File: config.mk
export PLATFORM = sky130hd
export DESIGN_NAME = imm_gen_flat
export DESIGN_NICKNAME = d
export VERILOG_FILES = /design/src/rtl/imm_gen_pkg.sv /design/src/rtl/imm_gen_if.sv /design/src/rtl/imm_gen_decode.sv /design/src/rtl/imm_gen.sv /design/src/flat_wrapper.sv
export SDC_FILE = /design/constraint.sdc
export NUM_CORES = 1
export LEC_CHECK = 0
export BUFFER_PORTS_ARGS = -buffer_cell sky130_fd_sc_hd__buf_4
export CORE_MARGIN = 2
export CORE_UTILIZATION = 52
export DETAILED_ROUTE_END_ITERATION = 6
export PLACE_DENSITY_LB_ADDON = 0.3
export SLEW_MARGIN = 0
export SYNTH_ARGS = -nofsm -noshare
export SYNTH_HDL_FRONTEND = slang
export SYNTH_SLANG_ARGS = --single-unit
File: constraint.sdc
create_clock -name clk -period 1.8 [get_ports clk]
set_input_delay 0 -clock clk [delete_from_list [all_inputs] [get_ports clk]]
set_output_delay 0 -clock clk [all_outputs]
set_load 0.05 [all_outputs]
File: src/rtl/imm_gen_pkg.sv
// Shared opcode constants, instruction-format enum and opcode classifier for the
// RV32I immediate generator.
package imm_gen_pkg;

  localparam logic [6:0] OPC_LOAD     = 7'b0000011;
  localparam logic [6:0] OPC_OP_IMM   = 7'b0010011;
  localparam logic [6:0] OPC_JALR     = 7'b1100111;
  localparam logic [6:0] OPC_MISC_MEM = 7'b0001111;
  localparam logic [6:0] OPC_SYSTEM   = 7'b1110011;
  localparam logic [6:0] OPC_STORE    = 7'b0100011;
  localparam logic [6:0] OPC_BRANCH   = 7'b1100011;
  localparam logic [6:0] OPC_LUI      = 7'b0110111;
  localparam logic [6:0] OPC_AUIPC    = 7'b0010111;
  localparam logic [6:0] OPC_JAL      = 7'b1101111;
  localparam logic [6:0] OPC_OP       = 7'b0110011;

  typedef enum logic [2:0] {
    FMT_NONE = 3'd0,
    FMT_I    = 3'd1,
    FMT_S    = 3'd2,
    FMT_B    = 3'd3,
    FMT_U    = 3'd4,
    FMT_J    = 3'd5
  } fmt_e;

  // R-type and any unrecognised opcode (including instr[1:0] != 2'b11) yield FMT_NONE.
  function automatic fmt_e opc_fmt(input logic [6:0] opc);
    fmt_e f;
    case (opc)
      OPC_LOAD, OPC_OP_IMM, OPC_JALR, OPC_MISC_MEM, OPC_SYSTEM: f = FMT_I;
      OPC_STORE:            f = FMT_S;
      OPC_BRANCH:           f = FMT_B;
      OPC_LUI, OPC_AUIPC:   f = FMT_U;
      OPC_JAL:              f = FMT_J;
      OPC_OP:               f = FMT_NONE;
      default:              f = FMT_NONE;
    endcase
    return f;
  endfunction

endpackage

File: src/rtl/imm_gen_if.sv
// Bus between the decode-stage driver and the immediate generator.
// Optional fmt signal present when IMMGEN_FMT_OUT_EN is defined.
interface imm_gen_if #(
  parameter int XLEN = 32
);

  // Handshake: en is a one-cycle capture strobe with no ready/backpressure; every
  // rising clk with en=1 takes instr, and imm_valid pulses exactly one cycle later.
  logic            en;
  logic [31:0]     instr;
  logic [XLEN-1:0] imm;
  logic            imm_valid;
`ifdef IMMGEN_FMT_OUT_EN
  logic [2:0]      fmt;
`endif

  modport master (
    output en,
    output instr,
    input  imm,
`ifdef IMMGEN_FMT_OUT_EN
    input  fmt,
`endif
    input  imm_valid
  );

  modport slave (
    input  en,
    input  instr,
    output imm,
`ifdef IMMGEN_FMT_OUT_EN
    output fmt,
`endif
    output imm_valid
  );

endinterface

File: src/rtl/imm_gen_decode.sv
// Combinational RV32I immediate decode: instr -> {fmt, sign-extended imm}.
module imm_gen_decode
  import imm_gen_pkg::*;
#(
  parameter int XLEN = 32
) (
  input  logic [31:0]     instr,
  output fmt_e            fmt,
  output logic [XLEN-1:0] imm
);

  logic [31:0] imm32;

  always_comb begin
    fmt   = opc_fmt(instr[6:0]);
    imm32 = '0;
    case (fmt)
      FMT_I: imm32 = {{20{instr[31]}}, instr[31:20]};
      FMT_S: imm32 = {{20{instr[31]}}, instr[31:25], instr[11:7]};
      FMT_B: imm32 = {{19{instr[31]}}, instr[31], instr[7], instr[30:25],
                      instr[11:8], 1'b0};
      FMT_U: imm32 = {instr[31:12], 12'b0};
      FMT_J: imm32 = {{11{instr[31]}}, instr[31], instr[19:12], instr[20],
                      instr[30:21], 1'b0};
      default: imm32 = '0;
    endcase
  end

  // Sign bit is always instr[31], so a signed widening covers U-type at XLEN=64 too.
  assign imm = XLEN'($signed(imm32));

endmodule

File: src/rtl/imm_gen.sv
// RV32I immediate generator: combinational decode followed by one output register.
// Define IMMGEN_FMT_OUT_EN to also register and expose the decoded format.
module imm_gen
  import imm_gen_pkg::*;
#(
  parameter int XLEN = 32
) (
  input  logic     clk,
  input  logic     rst,
  imm_gen_if.slave bus
);

  fmt_e            dec_fmt;
  logic [XLEN-1:0] dec_imm;

  logic [XLEN-1:0] imm_d, imm_q;
  logic            valid_d, valid_q;

  imm_gen_decode #(.XLEN(XLEN)) u_decode (
    .instr (bus.instr),
    .fmt   (dec_fmt),
    .imm   (dec_imm)
  );

  always_comb begin
    imm_d   = imm_q;
    valid_d = bus.en;
    if (bus.en) imm_d = dec_imm;
  end

  always_ff @(posedge clk or posedge rst) begin
    if (rst) begin
      imm_q   <= '0;
      valid_q <= 1'b0;
    end else begin
      imm_q   <= imm_d;
      valid_q <= valid_d;
    end
  end

  assign bus.imm       = imm_q;
  assign bus.imm_valid = valid_q;

`ifdef IMMGEN_FMT_OUT_EN
  fmt_e fmt_d, fmt_q;

  always_comb begin
    fmt_d = fmt_q;
    if (bus.en) fmt_d = dec_fmt;
  end

  always_ff @(posedge clk or posedge rst) begin
    if (rst) fmt_q <= FMT_NONE;
    else     fmt_q <= fmt_d;
  end

  assign bus.fmt = fmt_q;
`else
  fmt_e fmt_unused;
  assign fmt_unused = dec_fmt;
`endif

endmodule

File: src/flat_wrapper.sv
// flat-port wrapper written by rule: the top's interface ports become plain ports
module imm_gen_flat import imm_gen_pkg::*;
#(
  parameter int XLEN = 32
)
  (clk, rst, bus_en, bus_instr, bus_imm, bus_imm_valid);
  imm_gen_if #(.XLEN(XLEN)) bus_i ();
  input  logic clk;
  input  logic rst;
  input wire logic [$bits(bus_i.en)-1:0] bus_en;
  input wire logic [$bits(bus_i.instr)-1:0] bus_instr;
  output wire logic [$bits(bus_i.imm)-1:0] bus_imm;
  output wire logic [$bits(bus_i.imm_valid)-1:0] bus_imm_valid;
  assign bus_i.en = bus_en;
  assign bus_i.instr = bus_instr;
  assign bus_imm = bus_i.imm;
  assign bus_imm_valid = bus_i.imm_valid;
  imm_gen #(.XLEN(XLEN)) u_core (.clk(clk), .rst(rst), .bus(bus_i));
endmodule
### Word-level counts from Yosys, hierarchy flattened

Index checks and enable logic that the tools add are counted.

| cells by class | value |
|---|---|
| equality and inequality tests | 15 |
| multiplexer cells | 2 |
| reduce and logical (&&, ||, !) cells | 2 |

Operators with widths:

| operator | count |
|---|---|
| case mux 32 bit (5 select lines) | 1 |
| equality test 7 bit (second input constant) | 4 |
| case mux 3 bit (5 select lines) | 1 |
| equality test 7 x 5 -> 1 bit (second input constant) | 2 |
| equality test 7 x 6 -> 1 bit (second input constant) | 2 |
| equality test 7 x 2 -> 1 bit (second input constant) | 1 |
| equality test 7 x 4 -> 1 bit (second input constant) | 1 |
| equality test 3 x 2 -> 1 bit (second input constant) | 2 |
| equality test 3 bit (second input constant) | 2 |
| OR reduction 5 bit | 1 |
| equality test 3 x 1 -> 1 bit (second input constant) | 1 |
| OR reduction 2 bit | 1 |

| word-level totals | value |
|---|---|
| register bits after elaboration | 33 |
| bits of input ports | 35 |
| output and inout port bits | 33 |
| logic and storage cells | 21 |

### Logic depth before layout (Yosys ltp)

| depth | value |
|---|---|
| depth after elaboration | 5 |
| gate-level depth with buffers | 7 |
| gate-level depth less buffers | 5 |

### Modules after synthesis

From an unflattened synthesis, not the netlist that was laid out.

| second synthesis, totals | value |
|---|---|
| cell total of the unflattened synthesis | 161 |
| area, all modules | 1958.1 sq um |

Modules (own cells, without submodules):

| module | instances | cells each | area an instance (sq um) | seq. area each (sq um) |
|---|---|---|---|---|
| imm_gen | 1 | 70 | 1373.8 | 825.8 |
| imm_gen_decode | 1 | 91 | 584.3 | 0.0 |

### Least setup slack after synthesis

Ideal clock, no wire load.

| timing path | value |
|---|---|
| path kind | input to register |
| start point | input bus_instr[5] |
| end point | register u_core.imm_q[13] (netlist: u_core.bus.imm[13]) |
| setup time | 0.075 ns |
| arrival | 1.104 ns |
| data required time | 1.725 ns |
| setup slack | 0.621 ns |
| stages | 7 |
| path buffers | 2 |
| cell sequence | buf_6 -> and3b_1 -> o32a_1 -> o21ai_2 -> nand3_4 -> buf_6 -> o2bb2ai_2 |

| on the way | value |
|---|---|
| longest elaborated chain between the ends | 5 |
| elaborated cells between the ends (all ways) | 19 |
| those cells by class | 15 x eq/ne; 2 x mux; 2 x reduce/logical |

RTL lines:

| item | line | source |
|---|---|---|
| start, declared | flat_wrapper.sv:11 | `input wire logic [$bits(bus_i.instr)-1:0] bus_instr;` |
| equality test 7 x 2 -> 1 bit, or another cell as far along | imm_gen_pkg.sv:29 | `case (opc)` |
| OR reduction 5 bit / OR reduction 2 bit (equally long branches) | imm_gen_pkg.sv:29 |  |
| case mux 3 bit (5 select lines) (*) | imm_gen_pkg.sv:29 |  |
| equality test 3 bit, or another cell as far along | imm_gen_decode.sv:17 | `case (fmt)` |
| case mux 32 bit (5 select lines) (*) | imm_gen_decode.sv:17 |  |
| end signal, assigned | imm_gen.sv:36 | `imm_q <= imm_d;` |
| end, declared | imm_gen.sv:16 | `logic [XLEN-1:0] imm_d, imm_q;` |

Mark *: on every way between the ends. The rest lies on a longest branch, timed or not.
A chain may end at the register's enable or synchronous reset.

### Worst setup path after layout

| timing path | value |
|---|---|
| start point | input bus_instr[3] |
| end point | register u_core.imm_q[2] (netlist: u_core.bus.imm[2]) |

Same word-level chain as after synthesis.

==> results.md <==
* Status: finished clean
* Maximum buffer depth of the clock tree at 2
* Mapped Avg Cell Area at 11.5 µm²
* P_int at 1220 µW
* Worst Reg2Reg Path Length in Cells at 2
* Hold_ws at 0.00958 ns
* Number of I/O port buffers at 67
* Drt wl/cell at 17.8 µm
* Vias at 1706
* H-tree levels at 2
* Buffers and inverters on the worst path at 2
* Die height at 62.2 µm
* RSZ-0062 raised after global routing: no
* Simple-gate share of the synthesized area at 9.53%
* Vias/cell at 5.74
* Routed Wire Length at 5270 µm
* Worst skew pair latency at 0.33 ns
* Arrival time worst endpoint at 1.89 ns
* Setup-failing EPs final at 0
* Share of layout cells above drive strength 1 at 40.2%
* Async S/R FF share, synth at 100%
* Initial DRC Count at 88
* Leak Pwr at 0.00120 µW
* Post-synthesis compound-gate area fraction at 37.3%
* First-pass DRT Iterations at 4
* Cells after Synth at 153
* GPL Wtd Cong at 0.863
* Post-cts resize count at 0
* Final core occ at 81.2%
* CTS Sinks at 33
* Switching power at 411 µW
* EDFF count, synth at 0
* Nets at 285
* GRT Util Overall at 28.7%
* Comb power frac at 17.9%
* Post-Synth XOR/XNOR Area at 0.498%
* Synth warn at 0
* Final setup margin at 0.173 ns
* Fin. Hold Viols at 0
* Post-Syn Area at 0.00176 mm²
* Sw frac at 25.3%
* Worst hold path type: input port to flop
* Min-delay src: bus_instr[7]
* Largest family of logic cells by synthesized area: compound AO/OA/AOI/OAI gates
* CTS tree: done
* F_max at 615 MHz
* Seq/Total Area, Yosys at 46.9%
* Largest net degree at the start of global routing at 34
* Relative slew slack at 63.3%
* Clock transition at path regs at 0.10 ns
* Worst EP required at 2.06 ns
* PwrDens at 610 mW/mm²
* Initial Util at 53.6%
* Startpoint types: input port
* CTS root buf: clkbuf_4
* Die Area at 0.00386 mm²
* Worst Path Max Fanout at 13
* Worst Hold End: u_core.bus.imm[11]$_DFFE_PP0P_
* Worst reg2reg setup slack at 1.00 ns
* Worst slack, placed at 0.246 ns
* Crit path max-delay family: compound AO/OA/AOI/OAI gates
* Max_cap viols at 0
* Top_reg_cell synth: dfrtp_1
* TritonCTS buffer count at 5
* Setup_tns at 0 ns
* Fin crit share at 90.4%
* N_diodes at 0
* # rows at 21
* Post-synthesis mux area share at 0%
* DR DRC count at 0
* Post-DP HPWL at 3370 µm
* Worst ir drop on vdd at 550 µV
* Core area at 0.00328 mm²
* CP Capture Type: flop
* Syn Nets at 188
* Area grow syn2layout at 51.6%
* Sequential share of power at 46.3%
* Post-synthesis adder-cell area fraction at 0%
* Unique masters post-synth at 38
* CP cell instances: buf_4 -> nor2_1 -> a21oi_1 -> o21ai_0 -> a32oi_1 -> dlygate4sd3_1 -> o2bb2ai_1
* Clock power frac at 35.8%
* Max-slew violations at 0
* Cells after DPL at 260
* Setup CP Type: input port to flop
* Worst path slowest cell: dlygate4sd3_1
* ANT nets after route at 0
* # IOs at 68
* Post-CTS Hold Fix Bufs at 29
* Initial antenna violation count at 0
* First-pass GRT wire length at 8670 µm
* Vias in the first global route at 1759
* Grt ovf at 0
* Minimum clock period at 1.63 ns
* Worst Hold Depth at 3
* Non-filler cells in the finished layout at 297
* #FFs+latches synth at 33
* Slew @ Worst Pin at 0.545 ns
* Post-CTS Setup Inserts at 0
* Worst reg2reg path startpoint: u_core.bus.imm[11]$_DFFE_PP0P_
* Max incr delay on CP at 0.59 ns
* Die width at 62.2 µm
* Worst Clk Skew at 0 ns
* RR Endpoint: u_core.bus.imm[11]$_DFFE_PP0P_
==> worst min-delay path: cells and delay by family <==
| kind | cells | cell delay, ns |
|---|---|---|
| AO/OA/AOI/OAI | 2 | 0.21 |
| buffers and inverters | 1 | 0.09 |
==> placed cells by master, fill, tap and decap left out, types with 2 or more instances in the layout <==
master | synthesis | routed
a21oi_1 | 22 | 22
nor2_1 | 4 | 4
and3_1 | 2 | 2
nand2b_1 | 2 | 2
a221oi_2 | 2 | 2
dfrtp_1 | 33 | 33
o2bb2ai_1 | 12 | 12
nor2b_1 | 2 | 2
nand4b_1 | 2 | 2
a32oi_1 | 5 | 5
a22o_1 | 6 | 6
inv_1 | 4 | 4
buf_4 | 1 | 74
and3b_1 | 3 | 3
nand2_1 | 5 | 5
clkbuf_4 | 0 | 5
nor3_1 | 2 | 2
dlygate4sd3_1 | 0 | 29
o21ai_0 | 2 | 2
o2bb2ai_2 | 13 | 13
o21bai_1 | 2 | 2
a31oi_1 | 2 | 2
==> layer usage <==
metal | share of wire (%) | GRT usage (%) | up-vias
met2 | 51 | 49.0 | 73
met4 | 1.8 | 8.06 | 0
li1 | - | - | 795
met1 | 41 | 36.9 | 826
met5 | 0 | 0 | -
met3 | 6.4 | 6.16 | 12
==> power groups by stage <==
stage / Sequential, µW / Clock (µW) / Combinational [µW]
2_1_floorplan: 794 / 0 / 110
3_3_place_gp: 767 / 0 / 233
3_5_place_dp: 767 / 0 / 239
4_1_cts: 753 / 593 / 287
5_1_grt: 754 / 631 / 311
6_report: 753 / 582 / 291
==> flip-flops by register name, indices dropped and copies added, names as in the netlist <==
name / count
u_core.bus.imm_valid: 1
u_core.bus.imm: 32
==> cells in the mapped netlist (2+ instances only) <==
master | instances | area (µm²)
buf_6 | 3 | 33.8
o21bai_1 | 2 | 15.0
nor2b_1 | 2 | 12.5
clkbuf_1 | 4 | 15.0
and3b_1 | 3 | 26.3
and3_1 | 2 | 12.5
o21ai_0 | 2 | 10.0
nor3_1 | 2 | 10.0
a31oi_1 | 2 | 12.5
inv_1 | 4 | 15.0
o2bb2ai_2 | 13 | 195
a32oi_1 | 5 | 43.8
a221oi_2 | 2 | 30.0
buf_2 | 5 | 25.0
o2bb2ai_1 | 12 | 105
nand2_1 | 5 | 18.8
a22o_1 | 6 | 52.6
nand2b_1 | 2 | 12.5
a21oi_1 | 22 | 110
dfrtp_1 | 33 | 826
nor2_1 | 4 | 15.0
nand4b_1 | 2 | 17.5
==> per-stage QoR <==
stage	instance area (µm²)	total power, µW
final	2670	1630
after global routing	2670	1700
after CTS	2670	1630
after detailed placement	2290	1010
after global placement	2290	1000
after floorplan	1760	903
==> cells by family (layout without fill, tap and decap cells) <==
kind of cell / Yosys count / after routing
AO/OA/AOI/OAI: 74 / 74
AND/OR/NAND/NOR: 27 / 27
XOR/XNOR: 1 / 1
buffers and inverters: 18 / 116
flip-flops: 33 / 33
==> cell type report <==
class	count	area, µm²
fill	193	618
timing repair buffer	103	846
sequential	33	826
tap	46	57.6
clock buffer	7	55.1
inverter	5	18.8
multi-input combinational	102	833
clock inverter	1	30.0
==> worst max path at each step <==
stage                            start                              to  slack, ns  cells after the start
after global placement    bus_instr[2]  u_core.bus.imm[11]$_DFFE_PP0P_       0.31                      6
after floorplan           bus_instr[5]  u_core.bus.imm[13]$_DFFE_PP0P_       0.62                      7
after global routing      bus_instr[3]   u_core.bus.imm[2]$_DFFE_PP0P_       0.09                      7
after CTS                 bus_instr[3]   u_core.bus.imm[3]$_DFFE_PP0P_       0.27                      7
final                     bus_instr[3]   u_core.bus.imm[2]$_DFFE_PP0P_       0.17                      7
after detailed placement  bus_instr[2]  u_core.bus.imm[11]$_DFFE_PP0P_       0.25                      6
(Power assumes the default switching activity.)
